$ cat src/rtl/periph_int_ctrl_pkg.sv
// Shared definitions for the peripheral interrupt controller: register
// offsets, FSM state encoding and default code width.
package periph_int_ctrl_pkg;

  localparam int unsigned INT_CODE_WIDTH = 5;
  localparam int unsigned REG_ADDR_W     = 4;
  localparam int unsigned REG_DATA_W     = 32;

  localparam logic [REG_ADDR_W-1:0] INTC_REG_ENABLE  = 4'h0;
  localparam logic [REG_ADDR_W-1:0] INTC_REG_PENDING = 4'h4;
  localparam logic [REG_ADDR_W-1:0] INTC_REG_TRIGGER = 4'h8;
  localparam logic [REG_ADDR_W-1:0] INTC_REG_CLAIM   = 4'hC;

  typedef enum logic [1:0] {
    INTC_ST_IDLE       = 2'd0,
    INTC_ST_ASSERT     = 2'd1,
    INTC_ST_IN_SERVICE = 2'd2
  } intc_state_e;

endpackage

$ cat src/rtl/intc_prio_enc.sv
// Fixed-priority encoder: lowest set request index i yields code i+1.
module intc_prio_enc #(
  parameter int unsigned NUM_SRC = 8,
  parameter int unsigned CODE_W  = 5
) (
  input  logic [NUM_SRC-1:0] req,
  output logic [CODE_W-1:0]  code_c,
  output logic               valid_c
);

  // Scan from the top so the lowest index is written last and wins.
  always_comb begin
    code_c  = '0;
    valid_c = 1'b0;
    for (int i = int'(NUM_SRC) - 1; i >= 0; i--) begin
      if (req[i]) begin
        code_c  = CODE_W'(i + 1);
        valid_c = 1'b1;
      end
    end
  end

endmodule

$ cat src/rtl/periph_int_ctrl.sv
// Peripheral interrupt controller with claim/complete handshake feeding the
// machine-mode CSR code input. Define INTC_SYNC_EN for 2-flop input synchronizers.
module periph_int_ctrl
  import periph_int_ctrl_pkg::*;
#(
  parameter int unsigned NUM_SRC = 8,
  parameter int unsigned CODE_W  = INT_CODE_WIDTH
) (
  input  logic                  clk,
  input  logic                  rst,
  input  logic [NUM_SRC-1:0]    irq_src,
  input  logic [REG_ADDR_W-1:0] reg_addr,
  input  logic [REG_DATA_W-1:0] reg_wdata,
  input  logic                  reg_we,
  input  logic                  reg_re,
  output logic [REG_DATA_W-1:0] reg_rdata,
  output logic [CODE_W-1:0]     peripheral_int_code
);

  intc_state_e         state, state_nxt;
  logic [NUM_SRC-1:0]  enable, trigger, pending, pending_nxt;
  logic [NUM_SRC-1:0]  irq_cond, irq_prev;
  logic [CODE_W-1:0]   cur_code, win_code_c, code_nxt_c;
  logic [REG_DATA_W-1:0] rdata_c;
  logic                win_valid_c, cur_active_c, load_cur_c, claim_clr_c;
  logic                rd_claim_c, wr_claim_c, complete_c;
  logic                unused_wdata;

  assign unused_wdata = ^reg_wdata;

`ifdef INTC_SYNC_EN
  logic [NUM_SRC-1:0] sync_q1, sync_q2;

  always_ff @(posedge clk or posedge rst) begin
    if (rst) begin
      sync_q1 <= '0;
      sync_q2 <= '0;
    end else begin
      sync_q1 <= irq_src;
      sync_q2 <= sync_q1;
    end
  end

  assign irq_cond = sync_q2;
`else
  assign irq_cond = irq_src;
`endif

  assign rd_claim_c = reg_re && (reg_addr == INTC_REG_CLAIM);
  assign wr_claim_c = reg_we && (reg_addr == INTC_REG_CLAIM);
  assign complete_c = wr_claim_c && (reg_wdata[CODE_W-1:0] == cur_code);

  intc_prio_enc #(.NUM_SRC(NUM_SRC), .CODE_W(CODE_W)) u_prio_enc (
    .req     (pending & enable),
    .code_c  (win_code_c),
    .valid_c (win_valid_c)
  );

  // Edge sources: a new rising edge beats a same-cycle claim clear.
  always_comb begin
    pending_nxt  = '0;
    cur_active_c = 1'b0;
    for (int i = 0; i < int'(NUM_SRC); i++) begin
      if (trigger[i])
        pending_nxt[i] = (irq_cond[i] & ~irq_prev[i]) |
                         (pending[i] & ~(claim_clr_c && (cur_code == CODE_W'(i + 1))));
      else
        pending_nxt[i] = irq_cond[i];
      if ((cur_code == CODE_W'(i + 1)) && pending[i] && enable[i])
        cur_active_c = 1'b1;
    end
  end

  always_ff @(posedge clk or posedge rst) begin
    if (rst) state <= INTC_ST_IDLE;
    else     state <= state_nxt;
  end

  always_comb begin
    state_nxt = state;
    case (state)
      INTC_ST_IDLE:       if (win_valid_c) state_nxt = INTC_ST_ASSERT;
      INTC_ST_ASSERT: begin
        if (rd_claim_c)         state_nxt = INTC_ST_IN_SERVICE;
        else if (!cur_active_c) state_nxt = INTC_ST_IDLE;
      end
      INTC_ST_IN_SERVICE: if (complete_c) state_nxt = INTC_ST_IDLE;
      default:            state_nxt = INTC_ST_IDLE;
    endcase
  end

  always_comb begin
    load_cur_c  = 1'b0;
    claim_clr_c = 1'b0;
    code_nxt_c  = '0;
    case (state)
      INTC_ST_IDLE: begin
        load_cur_c = win_valid_c;
        code_nxt_c = win_valid_c ? win_code_c : '0;
      end
      INTC_ST_ASSERT: begin
        claim_clr_c = rd_claim_c;
        code_nxt_c  = (!rd_claim_c && cur_active_c) ? cur_code : '0;
      end
      default: code_nxt_c = '0;
    endcase
  end

  // Read mux sees pre-write register values.
  always_comb begin
    rdata_c = '0;
    case (reg_addr)
      INTC_REG_ENABLE:  rdata_c = REG_DATA_W'(enable);
      INTC_REG_PENDING: rdata_c = REG_DATA_W'(pending);
      INTC_REG_TRIGGER: rdata_c = REG_DATA_W'(trigger);
      INTC_REG_CLAIM:   rdata_c = (state == INTC_ST_ASSERT) ? REG_DATA_W'(cur_code) : '0;
      default:          rdata_c = '0;
    endcase
  end

  always_ff @(posedge clk or posedge rst) begin
    if (rst) begin
      enable              <= '0;
      trigger             <= '0;
      pending             <= '0;
      irq_prev            <= '0;
      cur_code            <= '0;
      peripheral_int_code <= '0;
      reg_rdata           <= '0;
    end else begin
      irq_prev            <= irq_cond;
      pending             <= pending_nxt;
      peripheral_int_code <= code_nxt_c;
      if (load_cur_c) cur_code <= win_code_c;
      if (reg_re)     reg_rdata <= rdata_c;
      if (reg_we && (reg_addr == INTC_REG_ENABLE))  enable  <= reg_wdata[NUM_SRC-1:0];
      if (reg_we && (reg_addr == INTC_REG_TRIGGER)) trigger <= reg_wdata[NUM_SRC-1:0];
    end
  end

endmodule
$ cat config.mk
export PLATFORM = sky130hd
export DESIGN_NAME = periph_int_ctrl
export DESIGN_NICKNAME = d
export VERILOG_FILES = /design/src/rtl/periph_int_ctrl_pkg.sv /design/src/rtl/intc_prio_enc.sv /design/src/rtl/periph_int_ctrl.sv
export SDC_FILE = /design/constraint.sdc
export NUM_CORES = 1
export LEC_CHECK = 0
export ABC_AREA = 1
export BUFFER_PORTS_ARGS = -buffer_cell sky130_fd_sc_hd__buf_4
export CAP_MARGIN = 20
export CORE_MARGIN = 1.5
export CORE_UTILIZATION = 55
export DETAILED_ROUTE_END_ITERATION = 6
export GPL_TIMING_DRIVEN = 0
export PLACE_DENSITY = 0.92
export SLEW_MARGIN = 10
export SYNTH_ARGS = -nofsm -noshare
export SYNTH_HDL_FRONTEND = slang
export SYNTH_SLANG_ARGS = --single-unit
$ cat constraint.sdc
create_clock -name clk -period 2.9 [get_ports clk]
set_clock_uncertainty 0.05 [all_clocks]
set_input_delay 0.29 -clock clk [delete_from_list [all_inputs] [get_ports clk]]
set_output_delay 0.29 -clock clk [all_outputs]
set_load 0.01 [all_outputs]
==> results of run 1 <==
==> flip-flops by register name (all words and copies together), names as in the netlist <==
name,count
cur_code,4
enable,8
peripheral_int_code,4
trigger,8
state,2
pending,8
reg_rdata,8
irq_prev,8
==> per-stage QoR <==
stage	hold slack [ns]	cell area (µm²)	worst slack, ns
after floorplan	0.271	2810	1.36
after global placement	0.359	3150	0.779
after detailed placement	0.349	3170	1.30
after CTS	0.0223	3250	1.45
after global routing	0.0365	3250	1.29
final	-0.00230	3250	1.43
==> per-layer routing <==
| layer | global-route usage | wire length (µm) |
|---|---|---|
| met1 | 0.351 | 2630 |
| met2 | 0.404 | 2850 |
| met3 | 0.0453 | 420 |
| met4 | 0.0797 | 85 |
| met5 | 0 | 0 |
==> cells by family after synthesis <==
group,after synthesis,share of synthesized area
AND/OR/NAND/NOR,202,0.319
other,1,0.00138
flip-flops,50,0.461
AO/OA/AOI/OAI,37,0.0949
buffers and inverters,60,0.124
==> worst max-delay path by stage <==
stage	cells past startpoint	startpoint	end
6_report	8	cur_code[0]	peripheral_int_code[1]
5_1_grt	8	cur_code[0]	peripheral_int_code[2]
4_1_cts	8	cur_code[0]	peripheral_int_code[3]
3_5_place_dp	8	reg_addr[0]	enable[5]
3_3_place_gp	2	rst	enable[1]
2_1_floorplan	1	rst	cur_code[0]
==> report_power, final <==
part           leakage [µW]  internal (µW)  switching, µW
Sequential         0.000629            824            143
Combinational       0.00116            244            383
Clock             0.0000383            167            220
==> cell type report <==
| type | instances | area, µm² |
|---|---|---|
| fill | 438 | 1510 |
| tap | 67 | 83.8 |
| timing repair buffer | 35 | 283 |
| buffer | 28 | 215 |
| inverter | 32 | 123 |
| clock buffer | 7 | 76.3 |
| multi-input combinational | 264 | 1220 |
| sequential | 50 | 1250 |
==> placed cells by master, fill, tap and decap left out, drive strengths merged, types with 7 or more instances in the layout <==
cell type,n
nand2,152
clkbuf,7
o21ai,31
nand3,18
buf,63
inv,31
nor2,26
conb,25
dfrtp,50
==> results.md, run 1 <==
- Max clock buf depth: 2
- Syn Std Cell Area: 2720 µm²
- Syn Area/Cell: 7.76 µm²
- Outcome: complete, but fails checks
- Via density: 4.79
- Root Buffer: clkbuf_8
- Post-cts repair resize count: 0
- Port-buffer cells: 34
- Die width: 73.3 µm
- Initial DRT Pass Iterations: 4
- Crit start category: flop
- P_leak: 0.00182 µW
- First-pass GRT wire length: 10300 µm
- Failing checks: negative hold slack
- RR Endpoint: peripheral_int_code[1]
- Grt total ovfl: 0
- Largest net degree at the start of global routing: 28
- TritonCTS clock tree: done
- Initial antenna violation count: 0
- Max_slew headroom: 0.603
- Final hold violation count: 3
- Clock sinks: 50
- Final slew viol count: 0
- Crit-path max cell delay: 0.50 ns
- DRT antenna net count: 0
- CP Capture Type: flop
- CTS hold repair buffers: 0
- Max Cap Viol: 0
- CORE AREA: 4750 µm²
- Final Net Count: 464
- Slew of the pin with the lowest slew margin: 0.594 ns
- WHS: -0.00230 ns
- Synth-to-layout area growth: 19.6%
- CP bufs+invs: 1
- DRT iter0 DRCs: 156
- Yosys top cell by area: dfrtp_1
- Top FF cell, synth: dfrtp_1
- Fin cells: 483
- Worst r2r src: cur_code[0]
- Ys async rst share: 1.00
- Overall Power: 1980 µW
- Finish-stage setup viols: 0
- Htree depth: 2
- Max frequency: 681 MHz
- Placer Congestion: 0.902
- Worst IR Drop VDD: 417 µV
- Critical path type: reg2reg
- Share of the synthesized area in the top cell type: 0.461
- Final Critical Period: 1.47 ns
- Fin Setup TNS: 0 ns
- Register-to-register setup slack: 1.43 ns
- Vias in the first global route: 2217
- Die Y-Extent: 73.3 µm
- Ports: 85
- Hpwl dp: 4710 µm
- Via count: 2315
- Unique masters post-synth: 26
- Worst path cell trace: nand2_1, clkinv_1, nand3_1, nand2_1, nor2_2, nand2_2, nand3_1, nand2_1
- Ant diodes: 0
- Clock Latency Late Sink: 0.30 ns
- RSZ-0062 raised after global routing: no
- Clk slew on worst S/H paths: 0.09 ns
- Worst path most repeated cell: nand2_1
- GRT Overall Usage: 0.253
- Cell Pwr Density: 609 nW/µm²
- Seq/Total Area, Yosys: 0.461
- Cells after DPL: 476
- Synth top cells by count: nand2_1, dfrtp_1, buf_4
- Top post-synthesis cells by area: dfrtp_1, nand2_1, buf_4, o21ai_2, nand3_1
- Worst path top cell family by delay: simple AND/OR/NAND/NOR gates
- Crit path arrival time: 1.61 ns
- Number of enable flip-flop cells after synthesis: 0
- Initial Util: 0.571
- Row count: 25
- CP max-delay cell: dfrtp_1
- Share of layout cells above drive strength 1: 0.260
- CTS Buf Count: 5
- Avg WL per Cell: 12.4 µm
- Critical Path RT: 3.04 ns
- Synth warn: 0
- R2R cell count: 8
- DRT Wirelength: 5990 µm
- #FFs+latches synth: 50
- Post-CTS Repair Setup Buffers: 0
- Syn Inst Count: 350
- Count leader, synth: nand2_1
- Worst min path class: in2async
- DRC violations left: 0
- Final core area utilization: 0.683
- Die area: 5370 µm²
- Critical Path Fanout Max: 7
- Final Cycle Share: 0.506
Power figures use the tool's default switching activity.
==> run 2: changes to the inputs <==
ABC_AREA = 0   (was 1)
CORE_UTILIZATION = 51   (was 55)
PLACE_DENSITY = 0.87   (was 0.92)
clock period = 1.4 ns   (was 2.9 ns; I/O delays follow)
==> results.md, run 2 <==
- Ys async rst share: 1.00
- CTS Buf Count: 5
- Max Cap Viol: 0
- Worst min path class: in2reg
- Sequential power share: 0.382
- Ant diodes: 0
- Die width: 74.3 µm
- Grt total ovfl: 0
- P_sw: 1860 µW
- Seq/Total Area, Yosys: 0.482
- Commonest non-fill, non-tap cells in the layout: buf_4, dfrtp_1, nand2_1
- RR Endpoint: pending[5]
- Most common library cell in the layout ignoring fill and taps: buf_4
- GRT Overall Usage: 0.271
- Syn Area/Cell: 10.4 µm²
- Finish-stage setup viols: 26
- Top post-synthesis cells by area: dfrtp_1, mux2_2, buf_4, nand2_1, a32o_1
- Clock network power share: 0.229
- Worst IR Drop VDD: 805 µV
- Overall Power: 5400 µW
- Yosys top cell by area: dfrtp_1
- Worst path cell trace: nand2b_4, or4_4, or4b_4, a32o_2
- Final Net Count: 388
- Placer Congestion: 0.986
- #FFs+latches synth: 50
- Avg WL per Cell: 18.0 µm
- Via count: 2401
- RSZ-0062 raised after global routing: yes
- Initial antenna violation count: 0
- Synth top cells by count: dfrtp_1, nand2_1, buf_4
- Critical path type: reg2reg
- Sw frac: 0.345
- Clock Latency Late Sink: 0.30 ns
- Max clock buf depth: 2
- Worst r2r src: state[1]
- Fin area: 3660 µm²
- Crit path from: state[1]
- Initial DRT Pass Iterations: 6
- Cells after DPL: 376
- Crit path arrival time: 2.05 ns
- Top FF cell, synth: dfrtp_1
- CP max-delay cell: or4b_4
- Final Cycle Share: 1.36
- Via density: 5.88
- R2R cell count: 4
- DRT antenna net count: 0
- Port-buffer cells: 35
- Synth-to-layout area growth: 40.9%
- P_leak: 0.00166 µW
- Max frequency: 525 MHz
- Share of the synthesized area in the top cell type: 0.482
- Max_slew headroom: 0.530
- Final slew viol count: 0
- DRC violations left: 0
- Synth warn: 0
- TritonCTS clock tree: done
- DRT Wirelength: 7360 µm
- Dpl cell area: 3100 µm²
- Critical Path Fanout Max: 2
- Multi-input gate area: 1350 µm²
- Number of enable flip-flop cells after synthesis: 0
- Root Buffer: clkbuf_8
- Final WS setup: -0.506 ns
- Fin Setup TNS: -5.34 ns
- Syn Inst Count: 249
- DRT iter0 DRCs: 344
- Die area: 5520 µm²
- Combinational Power Share: 0.389
- CP Capture Type: flop
- Slew of the pin with the lowest slew margin: 0.700 ns
- Share of layout cells above drive strength 1: 0.428
- Failing checks: negative setup slack
- FF+latch area: 1260 µm²
- Outcome: complete, but fails checks
- Row count: 25
- Crit start category: flop
- Ports: 85
- Die Y-Extent: 74.3 µm
- Htree depth: 2
- Cell Pwr Density: 1480 nW/µm²
- Fin cells: 408
- Final Critical Period: 1.91 ns
- Hpwl dp: 4570 µm
- Initial Util: 0.539
- First-pass GRT wire length: 11100 µm
- Syn Std Cell Area: 2590 µm²
- Crit-path max cell delay: 0.48 ns
- Final hold violation count: 0
- Int Power: 3540 µW
- Clock sinks: 50
- CP endpoint: pending[5]
- Clk slew on worst S/H paths: 0.09 ns
- CORE AREA: 4820 µm²
- # fillers: 309
- Vias in the first global route: 2301
- Unique masters post-synth: 46
- Count leader, synth: dfrtp_1
- Final core area utilization: 0.759
- Critical Path RT: 1.54 ns
- Largest net degree at the start of global routing: 33
- Register-to-register setup slack: -0.51 ns
[run 2: critical path, delay by kind of cell, from the launching register on]
family | cells | cell delay (ns)
DFF | 1 | 0.40
and+or+nand+nor | 3 | 1.06
AOI/OAI and AO/OA | 1 | 0.29
[run 2: power by group through the flow]
stage	Clock (µW)	Sequential (µW)	Combinational (µW)
4_1_cts	1260	2020	1810
5_1_grt	1300	2080	2240
6_report	1240	2060	2100
2_1_floorplan	0	1990	1030
3_3_place_gp	0	2050	1400
3_5_place_dp	0	2060	1440
[run 2: cell families after synthesis]
logic type	count (synthesis)	share of synthesized area
other	1	0.00145
xor gates and xnor gates	4	0.0135
buffers and inverters	41	0.0988
muxes	21	0.0892
and+or+nand+nor	79	0.158
AOI/OAI and AO/OA	53	0.157
DFF	50	0.482
[run 2: metal layers]
layer  global-route usage  routed length [µm]  vias up
met5                    0                   0        -
met4                0.162                 336        0
met3               0.0542                 683       42
met2                0.434                3550      179
met1                0.339                2800     1133
li1                     -                   -     1047
[run 2: area by class of cell]
type / count / area share
Clock inverter: 2 / 0.0164
Inverter: 6 / 0.00616
Multi-Input combinational cell: 182 / 0.369
Sequential cell: 50 / 0.344
Buffer: 33 / 0.0671
Clock buffer: 6 / 0.0226
Timing Repair Buffer: 62 / 0.152
Tap cell: 67 / 0.0229
[run 2: worst min-delay path by stage]
| stage | startpoint | cells past startpoint | endpoint | slack (ns) |
|---|---|---|---|---|
| 6_report | reg_wdata[6] | 2 | trigger[6] | 0.02 |
| 5_1_grt | reg_wdata[5] | 2 | enable[5] | 0.03 |
| 4_1_cts | reg_wdata[6] | 2 | trigger[6] | 0.02 |
| 3_5_place_dp | rst | 2 | reg_rdata[4] | 0.12 |
| 3_3_place_gp | irq_src[0] | 1 | irq_prev[0] | 0.21 |
| 2_1_floorplan | irq_src[0] | 0 | irq_prev[0] | 0.12 |
[run 2: stage by stage]
step	setup WS (ns)	hold slack (ns)
finish	-0.506	0.0201
global route	-0.525	0.0321
CTS	-0.465	0.0190
detailed placement	-0.792	0.123
global placement	-0.790	0.210
floorplan	-0.551	0.121
[run 2: repair_timing]
action | in CTS | in global routing
pin swaps | 13 | 10
hold buffers | 9 | 0
endpoints found under the hold margin | 28 | 0
endpoints found under the setup margin | 38 | 37
resized for setup | 35 | 24
gates cloned | 0 | 0
buffers inserted | 14 | 4
==> run 3: changes to the inputs <==
CORE_UTILIZATION = 52   (was 51)
PLACE_DENSITY = 0.88   (was 0.87)
SYNTH_HIERARCHICAL = 1   (was not set)
==> results.md, run 3 <==
- Final slew viol count: 0
- Count leader, synth: dfrtp_1
- #FFs+latches synth: 52
- DRT iter0 DRCs: 193
- CTS Buf Count: 5
- Max Cap Viol: 0
- DRC violations left: 0
- Clock network power share: 0.148
- First-pass GRT wire length: 10900 µm
- Clock Latency Late Sink: 0.32 ns
- Worst path cell trace: and2_4, nor4_4, nand3b_1, nor3b_4, buf_6, and2_4, a41oi_2, o21ai_1
- Combinational Power Share: 0.490
- Hpwl dp: 4440 µm
- Crit path arrival time: 2.10 ns
- Initial Util: 0.547
- Most common library cell in the layout ignoring fill and taps: buf_4
- Final Critical Period: 1.96 ns
- Final hold violation count: 0
- Placer Congestion: 0.897
- Int Power: 3580 µW
- Die area: 5890 µm²
- Outcome: complete, but fails checks
- DRT Wirelength: 7540 µm
- Max clock buf depth: 2
- Sequential power share: 0.362
- Number of enable flip-flop cells after synthesis: 0
- CORE AREA: 5170 µm²
- CP max-delay cell: dfrtp_1
- Root Buffer: clkbuf_8
- Hold Path End: trigger[6]
- Row count: 26
- RSZ-0062 raised after global routing: yes
- Fin Setup TNS: -4.98 ns
- Register-to-register setup slack: -0.56 ns
- Crit-path max cell delay: 0.41 ns
- Vias in the first global route: 2175
- Clock sinks: 52
- Ant diodes: 0
- R2R cell count: 8
- Worst path depth: 8
- P_leak: 0.00179 µW
- DP Worst Slack: -0.520 ns
- Critical path type: reg2reg
- # fillers: 330
- Worst min path class: in2reg
- Worst path top cell family by delay: simple AND/OR/NAND/NOR gates
- Max frequency: 512 MHz
- Synth top cells by count: dfrtp_1, buf_4, nand2_1
- Syn Area/Cell: 10.8 µm²
- Critical Path Fanout Max: 5
- GRT Overall Usage: 0.241
- Commonest non-fill, non-tap cells in the layout: buf_4, dfrtp_1, conb_1
- Via count: 2362
- Ys async rst share: 1.00
- Top FF cell, synth: dfrtp_1
- Share of layout cells above drive strength 1: 0.460
- RR Endpoint: peripheral_int_code[0]
- Crit start category: flop
- Failing checks: negative setup slack
- Seq/Total Area, Yosys: 0.460
- Synth-to-layout area growth: 36.3%
- Final WS setup: -0.555 ns
- Die Y-Extent: 76.7 µm
- Origin of the worst min-delay path: reg_wdata[6]
- Syn Inst Count: 263
- Synth warn: 6
- Grt total ovfl: 0
- Top post-synthesis cells by area: dfrtp_1, mux2_2, buf_4, mux2i_1, nand2_1
- Clk slew on worst S/H paths: 0.09 ns
- TritonCTS clock tree: done
- Avg WL per Cell: 17.4 µm
- WHS: 0.00753 ns
- CP bufs+invs: 1
- Share of the synthesized area in the top cell type: 0.460
- Finish-stage setup viols: 17
- P_sw: 2210 µW
- Syn Std Cell Area: 2830 µm²
- Ports: 85
- Multi-input gate area: 1480 µm²
- Yosys top cell by area: dfrtp_1
- Largest net degree at the start of global routing: 53
- DRT antenna net count: 0
- Port-buffer cells: 36
- Hold depth: 2
- Sw frac: 0.382
- Worst IR Drop VDD: 748 µV
- Unique masters post-synth: 46
- Die width: 76.7 µm
- Via density: 5.45
- CP Capture Type: flop
- Initial antenna violation count: 0
- Worst path most repeated cell: and2_4
- FF+latch area: 1300 µm²
- Worst r2r src: enable[4]
- Final Cycle Share: 1.40
- Final Net Count: 410
- Critical Path RT: 1.54 ns
- Initial DRT Pass Iterations: 4
- Cell Pwr Density: 1500 nW/µm²
- Htree depth: 2
run 3: cell types whose count changed after synthesis, sizes merged, moves of 5 or more:
cell,delta
nand2,-14
and2,+12
buf,+8
a32o,-7
clkbuf,-7
inv,+7
o22ai,+7
a41oi,+6
a22oi,+5
nor2,+5
o2bb2ai,-5
run 3: worst max path at each step:
stage / start / to / slack [ns]
2_1_floorplan: enable[6] / peripheral_int_code[0] / -0.36
3_3_place_gp: enable[6] / peripheral_int_code[0] / -0.50
3_5_place_dp: enable[6] / peripheral_int_code[0] / -0.52
4_1_cts: pending[5] / peripheral_int_code[0] / -0.43
5_1_grt: enable[4] / peripheral_int_code[0] / -0.61
6_report: enable[4] / peripheral_int_code[0] / -0.56
run 3: kinds of logic (layout without fill, tap and decap cells):
| logic type | Yosys count | after routing | share of synthesized area |
|---|---|---|---|
| xor gates and xnor gates | 5 | 5 | 0.0155 |
| other | 2 | 25 | 0.00266 |
| DFF | 52 | 52 | 0.460 |
| AOI/OAI and AO/OA | 54 | 54 | 0.133 |
| and+or+nand+nor | 73 | 73 | 0.169 |
| muxes | 28 | 28 | 0.108 |
| buffers and inverters | 49 | 126 | 0.111 |
run 3: per-layer routing:
metal	global-route usage	share of wire
met2	0.398	0.47
met3	0.0571	0.082
met4	0.128	0.040
met5	0	0
met1	0.290	0.40
run 3: per-stage QoR:
| step | util | power (µW) | instances | area (µm²) |
|---|---|---|---|---|
| after floorplan | - | 3450 | 286 | 2930 |
| after global placement | 0.635 | 3910 | 392 | 3280 |
| after detailed placement | 0.635 | 3980 | 392 | 3280 |
| after CTS | 0.706 | 5220 | 421 | 3650 |
| after global routing | 0.745 | 6060 | 433 | 3850 |
| final | 0.745 | 5790 | 433 | 3850 |
run 3: area by class of cell:
class	count	area share
multi-input cells	185	0.385
flip-flops and latches	52	0.338
repair buffers	70	0.146
plain buffers	35	0.0714
well taps	70	0.0227
clock buffers	6	0.0188
inverters	13	0.0136
clock inverters	2	0.00422
run 3: worst register-to-register path, delay by kind of cell, from the launching register on:
kind / cells / cell delay [ns]
flip-flops: 1 / 0.41
AO/OA/AOI/OAI: 2 / 0.22
AND/OR/NAND/NOR: 5 / 1.02
buffers and inverters: 1 / 0.13
run 3: power groups by stage:
stage	clock network, µW	registers, µW	logic [µW]
finish	859	2100	2840
global route	928	2120	3000
CTS	865	2070	2290
detailed placement	0	2110	1870
global placement	0	2090	1820
floorplan	0	2060	1400
run 3: timing repair:
| action | 4_1_cts | 5_1_grt |
|---|---|---|
| endpoints found under the hold margin | 8 | 13 |
| cloned | 1 | 0 |
| buffers inserted | 12 | 11 |
| pin swaps | 7 | 8 |
| endpoints found under the setup margin | 24 | 24 |
| gates resized for setup | 27 | 23 |
| hold buffers | 8 | 1 |
